File: src/rtl/ascon_job_scheduler_if.sv
// Host, core-array and result-FIFO signals of the ASCON job scheduler.
// Latency: none (wires only).
// Backpressure: carries valid/ready, request/grant and FIFO empty/read handshakes.
interface ascon_job_scheduler_if #(
    parameter int NUM_CORES = 2,
    parameter int RW        = 43
);
    logic                    job_req_i;
    logic                    job_gnt_o;
    logic [1:0]              job_core_o;
    logic                    in_valid_i;
    logic                    in_last_i;
    logic                    in_ready_o;
    logic [NUM_CORES-1:0]    core_valid_o;
    logic [NUM_CORES-1:0]    core_ready_i;
    logic [NUM_CORES-1:0]    core_idle_i;
    logic [NUM_CORES-1:0]    core_start_o;
    logic [NUM_CORES-1:0]    res_empty_i;
    logic [NUM_CORES-1:0]    res_rd_o;
    logic [NUM_CORES*RW-1:0] res_data_i;
    logic                    out_valid_o;
    logic [RW-1:0]           out_data_o;
    logic                    out_ready_i;
    logic                    job_done_o;
    logic [NUM_CORES-1:0]    busy_o;
    logic                    err_timeout_o;

    // Scheduler side.
    modport slave (
        input  job_req_i, in_valid_i, in_last_i, core_ready_i, core_idle_i,
               res_empty_i, res_data_i, out_ready_i,
        output job_gnt_o, job_core_o, in_ready_o, core_valid_o, core_start_o,
               res_rd_o, out_valid_o, out_data_o, job_done_o, busy_o, err_timeout_o
    );

    // Host / core-array side.
    modport master (
        output job_req_i, in_valid_i, in_last_i, core_ready_i, core_idle_i,
               res_empty_i, res_data_i, out_ready_i,
        input  job_gnt_o, job_core_o, in_ready_o, core_valid_o, core_start_o,
               res_rd_o, out_valid_o, out_data_o, job_done_o, busy_o, err_timeout_o
    );
endinterface

File: src/rtl/ascon_job_scheduler.sv
// Dispatches whole ASCON jobs to the lowest idle core and drains results in issue order.
// Latency: grant combinational in idle; one output word per 3 cycles at best (read, capture, hold).
// Backpressure: in_ready follows the selected core; output word held until out_ready_i.
// Optional build macro ASCON_SCHED_WATCHDOG_EN adds a sticky stalled-result watchdog.
module ascon_job_scheduler #(
    parameter int NUM_CORES      = 2,
    parameter int RW             = 43,
    parameter int AUTH_BIT       = 42,
    parameter int DONE_BIT       = 40,
    parameter int TIMEOUT_CYCLES = 4096
) (
    input  logic                   clk_i,
    input  logic                   rst_n_i,
    ascon_job_scheduler_if.slave   bus
);
    localparam logic [1:0] I_IDLE   = 2'd0;
    localparam logic [1:0] I_STREAM = 2'd1;
    localparam logic [1:0] I_START  = 2'd2;

    localparam logic [1:0] O_IDLE   = 2'd0;
    localparam logic [1:0] O_FETCH  = 2'd1;
    localparam logic [1:0] O_HOLD   = 2'd2;

    localparam logic [1:0] LAST_IDX = 2'(NUM_CORES - 1);

    logic [1:0]           in_state;
    logic [1:0]           out_state;
    logic [1:0]           sel;
    logic [1:0]           gnt_sel;
    logic [1:0]           head;
    logic [1:0]           wr_ptr;
    logic [1:0]           rd_ptr;
    logic [2:0]           q_cnt;
    logic [1:0]           order_q [4];
    logic [NUM_CORES-1:0] busy;
    logic [NUM_CORES-1:0] busy_nxt;
    logic [NUM_CORES-1:0] avail;
    logic [NUM_CORES-1:0] core_valid;
    logic [NUM_CORES-1:0] core_start;
    logic [NUM_CORES-1:0] res_rd;
    logic [RW-1:0]        out_word;
    logic [RW-1:0]        head_data;
    logic                 grant;
    logic                 in_ready;
    logic                 beat_last;
    logic                 q_empty;
    logic                 head_empty;
    logic                 rd_fire;
    logic                 accept;
    logic                 end_of_job;

    // Order-queue pointers wrap at NUM_CORES, not at the storage size.
    function automatic logic [1:0] ptr_inc(input logic [1:0] p);
        return (p == LAST_IDX) ? 2'd0 : p + 2'd1;
    endfunction

    assign head    = order_q[rd_ptr];
    assign q_empty = (q_cnt == 3'd0);

    // Pick the lowest-index core that is idle and not already holding a job.
    always_comb begin
        avail   = bus.core_idle_i & ~busy;
        gnt_sel = 2'd0;
        for (int k = NUM_CORES - 1; k >= 0; k--) begin
            if (avail[k]) gnt_sel = 2'(k);
        end
        // Gated by reset so nothing is granted while the array is being reset.
        grant = (in_state == I_IDLE) && bus.job_req_i && (|avail) && rst_n_i;
    end

    // Steer the host beat stream to the selected core and decode per-core strobes.
    always_comb begin
        in_ready   = 1'b0;
        core_valid = '0;
        core_start = '0;
        res_rd     = '0;
        head_empty = 1'b1;
        head_data  = '0;
        rd_fire    = 1'b0;
        for (int k = 0; k < NUM_CORES; k++) begin
            if (sel == 2'(k)) begin
                if (in_state == I_STREAM) begin
                    in_ready      = bus.core_ready_i[k];
                    core_valid[k] = bus.in_valid_i;
                end
                core_start[k] = (in_state == I_START);
            end
            if (head == 2'(k)) begin
                head_empty = bus.res_empty_i[k];
                head_data  = bus.res_data_i[k*RW +: RW];
            end
        end
        rd_fire = (out_state == O_IDLE) && !q_empty && !head_empty;
        for (int k = 0; k < NUM_CORES; k++) begin
            if (head == 2'(k)) res_rd[k] = rd_fire;
        end
        beat_last  = (in_state == I_STREAM) && bus.in_valid_i && in_ready && bus.in_last_i;
        accept     = (out_state == O_HOLD) && bus.out_ready_i;
        end_of_job = accept && (out_word[DONE_BIT] || out_word[AUTH_BIT]);
    end

    // Grant sets and job completion clears land on different cores, so both apply.
    always_comb begin
        busy_nxt = busy;
        for (int k = 0; k < NUM_CORES; k++) begin
            if (grant && gnt_sel == 2'(k)) busy_nxt[k] = 1'b1;
            if (end_of_job && head == 2'(k)) busy_nxt[k] = 1'b0;
        end
    end

    // Input FSM: grant, stream beats to one core, then a single start pulse.
    always_ff @(posedge clk_i or negedge rst_n_i) begin
        if (!rst_n_i) begin
            in_state <= I_IDLE;
            sel      <= 2'd0;
        end else begin
            case (in_state)
                I_IDLE: begin
                    if (grant) begin
                        sel      <= gnt_sel;
                        in_state <= I_STREAM;
                    end
                end
                I_STREAM: if (beat_last) in_state <= I_START;
                I_START:  in_state <= I_IDLE;
                default:  in_state <= I_IDLE;
            endcase
        end
    end

    // Issue-order queue and per-core busy flags.
    always_ff @(posedge clk_i or negedge rst_n_i) begin
        if (!rst_n_i) begin
            wr_ptr <= 2'd0;
            rd_ptr <= 2'd0;
            q_cnt  <= 3'd0;
            busy   <= '0;
            for (int i = 0; i < 4; i++) order_q[i] <= 2'd0;
        end else begin
            busy <= busy_nxt;
            if (grant) begin
                order_q[wr_ptr] <= gnt_sel;
                wr_ptr          <= ptr_inc(wr_ptr);
            end
            if (end_of_job) rd_ptr <= ptr_inc(rd_ptr);
            q_cnt <= q_cnt + {2'b00, grant} - {2'b00, end_of_job};
        end
    end

    // Output FSM: read the head core's FIFO, capture the word, hold it until accepted.
    always_ff @(posedge clk_i or negedge rst_n_i) begin
        if (!rst_n_i) begin
            out_state <= O_IDLE;
            out_word  <= '0;
        end else begin
            case (out_state)
                O_IDLE:  if (rd_fire) out_state <= O_FETCH;
                O_FETCH: begin
                    out_word  <= head_data;
                    out_state <= O_HOLD;
                end
                O_HOLD:  if (accept) out_state <= O_IDLE;
                default: out_state <= O_IDLE;
            endcase
        end
    end

`ifdef ASCON_SCHED_WATCHDOG_EN
    logic [15:0] wd_cnt;
    logic        wd_err;
    logic        wd_run;

    assign wd_run = !q_empty && (out_state == O_IDLE) && head_empty;

    // Count cycles the oldest job's FIFO stays empty; the error is sticky until reset.
    always_ff @(posedge clk_i or negedge rst_n_i) begin
        if (!rst_n_i) begin
            wd_cnt <= 16'd0;
            wd_err <= 1'b0;
        end else begin
            if (q_empty || rd_fire) begin
                wd_cnt <= 16'd0;
            end else if (wd_run && wd_cnt != 16'hFFFF) begin
                wd_cnt <= wd_cnt + 16'd1;
            end
            if (wd_run && ({16'd0, wd_cnt} >= 32'(TIMEOUT_CYCLES - 1))) wd_err <= 1'b1;
        end
    end

    assign bus.err_timeout_o = wd_err;
`else
    logic unused_timeout;
    assign unused_timeout    = ^TIMEOUT_CYCLES;
    assign bus.err_timeout_o = 1'b0;
`endif

    assign bus.job_gnt_o    = grant;
    assign bus.job_core_o   = grant ? gnt_sel : 2'd0;
    assign bus.in_ready_o   = in_ready;
    assign bus.core_valid_o = core_valid;
    assign bus.core_start_o = core_start;
    assign bus.res_rd_o     = res_rd;
    assign bus.out_valid_o  = (out_state == O_HOLD);
    assign bus.out_data_o   = out_word;
    assign bus.job_done_o   = end_of_job;
    assign bus.busy_o       = busy;
endmodule

File: src/flat_wrapper.sv
// flat-port wrapper written by rule: the top's interface ports become plain ports
module ascon_job_scheduler_flat 
#(
    parameter int NUM_CORES      = 2,
    parameter int RW             = 43,
    parameter int AUTH_BIT       = 42,
    parameter int DONE_BIT       = 40,
    parameter int TIMEOUT_CYCLES = 4096
)
  (clk_i, rst_n_i, bus_job_req_i, bus_in_valid_i, bus_in_last_i, bus_core_ready_i, bus_core_idle_i, bus_res_empty_i, bus_res_data_i, bus_out_ready_i, bus_job_gnt_o, bus_job_core_o, bus_in_ready_o, bus_core_valid_o, bus_core_start_o, bus_res_rd_o, bus_out_valid_o, bus_out_data_o, bus_job_done_o, bus_busy_o, bus_err_timeout_o);
  ascon_job_scheduler_if #(.NUM_CORES(NUM_CORES), .RW(RW)) bus_i ();
  input  logic clk_i;
  input  logic rst_n_i;
  input wire logic [$bits(bus_i.job_req_i)-1:0] bus_job_req_i;
  input wire logic [$bits(bus_i.in_valid_i)-1:0] bus_in_valid_i;
  input wire logic [$bits(bus_i.in_last_i)-1:0] bus_in_last_i;
  input wire logic [$bits(bus_i.core_ready_i)-1:0] bus_core_ready_i;
  input wire logic [$bits(bus_i.core_idle_i)-1:0] bus_core_idle_i;
  input wire logic [$bits(bus_i.res_empty_i)-1:0] bus_res_empty_i;
  input wire logic [$bits(bus_i.res_data_i)-1:0] bus_res_data_i;
  input wire logic [$bits(bus_i.out_ready_i)-1:0] bus_out_ready_i;
  output wire logic [$bits(bus_i.job_gnt_o)-1:0] bus_job_gnt_o;
  output wire logic [$bits(bus_i.job_core_o)-1:0] bus_job_core_o;
  output wire logic [$bits(bus_i.in_ready_o)-1:0] bus_in_ready_o;
  output wire logic [$bits(bus_i.core_valid_o)-1:0] bus_core_valid_o;
  output wire logic [$bits(bus_i.core_start_o)-1:0] bus_core_start_o;
  output wire logic [$bits(bus_i.res_rd_o)-1:0] bus_res_rd_o;
  output wire logic [$bits(bus_i.out_valid_o)-1:0] bus_out_valid_o;
  output wire logic [$bits(bus_i.out_data_o)-1:0] bus_out_data_o;
  output wire logic [$bits(bus_i.job_done_o)-1:0] bus_job_done_o;
  output wire logic [$bits(bus_i.busy_o)-1:0] bus_busy_o;
  output wire logic [$bits(bus_i.err_timeout_o)-1:0] bus_err_timeout_o;
  assign bus_i.job_req_i = bus_job_req_i;
  assign bus_i.in_valid_i = bus_in_valid_i;
  assign bus_i.in_last_i = bus_in_last_i;
  assign bus_i.core_ready_i = bus_core_ready_i;
  assign bus_i.core_idle_i = bus_core_idle_i;
  assign bus_i.res_empty_i = bus_res_empty_i;
  assign bus_i.res_data_i = bus_res_data_i;
  assign bus_i.out_ready_i = bus_out_ready_i;
  assign bus_job_gnt_o = bus_i.job_gnt_o;
  assign bus_job_core_o = bus_i.job_core_o;
  assign bus_in_ready_o = bus_i.in_ready_o;
  assign bus_core_valid_o = bus_i.core_valid_o;
  assign bus_core_start_o = bus_i.core_start_o;
  assign bus_res_rd_o = bus_i.res_rd_o;
  assign bus_out_valid_o = bus_i.out_valid_o;
  assign bus_out_data_o = bus_i.out_data_o;
  assign bus_job_done_o = bus_i.job_done_o;
  assign bus_busy_o = bus_i.busy_o;
  assign bus_err_timeout_o = bus_i.err_timeout_o;
  ascon_job_scheduler #(.NUM_CORES(NUM_CORES), .RW(RW), .AUTH_BIT(AUTH_BIT), .DONE_BIT(DONE_BIT), .TIMEOUT_CYCLES(TIMEOUT_CYCLES)) u_core (.clk_i(clk_i), .rst_n_i(rst_n_i), .bus(bus_i));
endmodule
File: config.mk
export PLATFORM = sky130hd
export DESIGN_NAME = ascon_job_scheduler_flat
export DESIGN_NICKNAME = d
export VERILOG_FILES = /design/src/rtl/ascon_job_scheduler_if.sv /design/src/rtl/ascon_job_scheduler.sv /design/src/flat_wrapper.sv
export SDC_FILE = /design/constraint.sdc
export NUM_CORES = 1
export LEC_CHECK = 0
export CORE_MARGIN = 1.5
export CORE_UTILIZATION = 43
export CTS_CLUSTER_SIZE = 30
export DETAILED_ROUTE_END_ITERATION = 16
export HOLD_SLACK_MARGIN = 0.02
export PLACE_DENSITY = 0.77
export SLEW_MARGIN = 40
export SYNTH_ARGS = -nofsm -noshare
export SYNTH_HDL_FRONTEND = slang
export SYNTH_SLANG_ARGS = --single-unit
File: constraint.sdc
create_clock -name clk_i -period 2.65 [get_ports clk_i]
set_clock_uncertainty 0.1 [all_clocks]
set_input_delay 0.265 -clock clk_i [delete_from_list [all_inputs] [get_ports clk_i]]
set_output_delay 0.265 -clock clk_i [all_outputs]
set_load 0.02 [all_outputs]
==> key figures <==
Setup path
  • Worst R2R Start: u_core.in_state[0]
  • Reg2reg path depth: 10
  • Critical Path AT: 1.99 ns
  • R2R Setup Slk: 0.33 ns
  • Worst setup SP type: register
  • CP Class: register to output pin
  • Reg2reg end: u_core.q_cnt[2]
  • CP Launch Point: u_core.in_state[0]
  • CP max FO: 5
  • CP endpoint kind: output pin
  • Worst setup endpoint: bus_job_gnt_o
  • Worst EP required: 2.29 ns

Route
  • Drt pass-1 iters: 4
  • Violation count after the first detailed-route iteration: roughly 150
  • Drt total wl: 13000 um
  • Drt drc: 0
  • WL per Instance: 19.67 um
  • Via count: 4018
  • Final ANT Viol Nets: 0
  • Via-per-instance ratio: 6.079

GRT
  • Vias in the first global route: 4235
  • Largest net degree at the start of global routing: 87
  • Grt total ovfl: 0
  • Total track usage: 23.79%
  • Initial antenna violation count: 1
  • First-pass GRT wire length: 21280 um

Synth
  • Mapped Area: between 0.004 and 0.005 mm2
  • Post-synth EDFFs: 0
  • Ys async rst share: 100.0%
  • Synth warn: 0
  • Synth area leaders: dfrtp_1, nand4b_1, mux2i_1, a221o_1, mux2_4
  • Post-synthesis sequential area ratio: 34.32%
  • Avg Inst Size Synth: 11.43 um2
  • Post-synthesis cell count: 389
  • Synth unique cells: 38
  • Area leader, netlist: dfrtp_1
  • Main synth FF type: dfrtp_1
  • Synth top area share: around a third
  • Yosys reg bits: 61

STA
  • Maximum clock rate: ~0.42 GHz
  • Sum Neg Setup Slack: 0 ns
  • Slew Viols, Final: 0
  • Min Tclk post-route: roughly 2.4 ns
  • Rel. slew slack: 47.83%
  • Fin crit share: 88.86%
  • Unrepaired setup endpoints after global routing: no
  • Final Hold Viols: 0
  • Final setup fails: 0
  • Slew at the pin closest to its max-slew limit: ~0.78 ns

CTS
  • TritonCTS buffer count: 9
  • H-tree depth: 3
  • Clock Latency Late Sink: 0.34 ns
  • Post-CTS setup repair buffer count: 0
  • CTS root buffer: clkbuf_8
  • CTS clk-pin slew, worst paths: 0.08 ns
  • Clock buffer depth: 2
  • Clk sink count: 61
  • TritonCTS clock tree: yes

Place
  • RePlAce Congestion: ~0.8
  • Placed inst area: approximately 0.0061 mm2
  • PortBufs: about 150
  • Post-detail-place hpwl: 8540 um
  • Post-Place Cells: 644

Outcome
  • Status: completed

Min path
  • Worst hold path type: register to register
  • Hold_sp: u_core.bus.out_data_o[6]

Floorplanning
  • Die area: 0.01096 mm2
  • Die X: approximately 100 um
  • Core ar.: 0.009910 mm2
  • # IOs: 156
  • Standard-cell rows: 36
  • Starting Density: between 40% and 50%
  • Die height: 104.7 um

Power
  • Worst VDD drop: 0.6625 mV
  • Leak pwr: ~2.7 nW
  • Cell area power density: 1028 mW/mm2

Layout
  • Non-Filler Instances: 661
  • Layout cells sized above 1: 15.34%
  • Design area: 0.006327 mm2
  • Area delta synth->final: 42.25%
  • Post-layout nets: 624
  • Fin util: 63.85%
  • Diodes inserted: 0

Job
  • MaxCap Viol Count: 0
==> critical path, stage by stage (launching register included) <==
cell             delay, ns
dfrtp_1               0.42
and4bb_2              0.32
o21a_1                0.15
buf_4                 0.14
clkdlybuf4s50_1       0.61
==> cells by family (layout without fill, tap and decap cells) <==
family | Yosys count | after routing | synth area share (%)
AO/OA/AOI/OAI | 57 | 57 | 11.95
XOR/XNOR | 4 | 4 | 0.7878
adder cells (fa/ha/maj) | 3 | 3 | 1.013
buffers and inverters | 57 | 195 | 5.879
flip-flops | 61 | 61 | 34.32
multiplexers | 96 | 96 | 25.63
other | 1 | 2 | 0.08431
AND/OR/NAND/NOR | 110 | 110 | 20.34
==> routing by layer <==
layer | up-vias | part of all wire [%] | GRT usage, %
met3 | 22 | 4.8 | 4.741
met4 | 2 | 2.4 | 9.393
li1 | 1838 | - | -
met5 | - | 0.12 | 0
met1 | 2024 | 43 | 29.00
met2 | 132 | 50 | 41.17
==> stage by stage <==
| step | hold slack [ns] | total power, mW | setup slack, ns |
|---|---|---|---|
| after floorplan | -0.1306 | 4.222 | 0.1096 |
| after global placement | 0.3209 | 5.515 | 0.1789 |
| after detailed placement | 0.3250 | 5.658 | 0.1207 |
| after CTS | 0.4017 | 6.522 | 0.07212 |
| after global routing | 0.4195 | 6.879 | 0.1864 |
| final | 0.4087 | 6.502 | 0.2952 |
==> cell type report <==
| cell class | count | area (um2) |
|---|---|---|
| clock buffer | 9 | 123.9 |
| multi-input combinational | 272 | 2695 |
| sequential | 61 | 1530 |
| fill | 789 | 3582 |
| tap | 133 | 166.4 |
| timing repair buffer | 172 | 1710 |
| inverter | 7 | 26.28 |
| clock inverter | 7 | 75.07 |
==> repair_timing <==
item                       4_1_cts  5_1_grt
hold buffers                     1        0
resized for setup                0        3
setup endpoints to repair        0        3
hold endpoints to repair        27        0
==> worst min-delay path by stage <==
stage               cells after the start                         to  slack [ns]
floorplan                               0       u_core.bus.busy_o[0]       -0.13
global placement                        2           u_core.rd_ptr[1]        0.32
detailed placement                      2  u_core.bus.out_data_o[25]        0.32
CTS                                     2        u_core.out_state[0]        0.40
global route                            2        u_core.out_state[0]        0.42
finish                                  1   u_core.bus.out_data_o[6]        0.41
==> Yosys cell counts, types with 3 or more instances <==
master     number
mux2_4         27
clkbuf_1       33
xnor2_1         3
mux2i_1        45
a21oi_1         3
buf_2           8
buf_6           4
inv_1           7
nor2_1          3
mux2_2         10
buf_1           3
mux2_1         12
dfrtp_1        61
nor2b_1         5
nand4b_1       87
nand2b_1        4
a221o_1        43
nor3_1          3
nor3b_1         3
o2111ai_1       4
==> where the power goes <==
group / internal, mW / switching [mW]
combinational: 1.97 / 1.98
clock: 0.437 / 0.411
sequential: 1.37 / 0.330
total: 3.78 / 2.72
==> cells in the final DEF (no fill, tap or decap), types with 3 or more instances in the layout <==
cell type        synthesis  layout
nand4b_1                87      87
xnor2_1                  3       3
dlymetal6s2s_1           0       3
clkinvlp_4               0       3
o2111ai_1                4       4
nor3b_1                  3       3
mux2i_1                 45      44
nand2b_1                 4       3
clkdlybuf4s50_1          0     149
clkbuf_8                 0       9
nor3_1                   3       3
nor2b_1                  5       5
a21oi_1                  3       3
buf_4                    2      15
mux2_1                  12      12
dfrtp_2                  0       3
a221o_1                 43      43
mux2_4                  27      27
dfrtp_1                 61      58
mux2_2                  10      10
inv_1                    7       7
==> state kept, by name, indices dropped and copies added (netlist names) <==
signal / cells
u_core.bus.busy_o: 2
u_core.bus.out_data_o: 43
u_core.in_state: 2
u_core.order_q: 4
u_core.out_state: 2
u_core.q_cnt: 3
u_core.rd_ptr: 2
u_core.sel: 1
u_core.wr_ptr: 2
(Power assumes the default switching activity.)
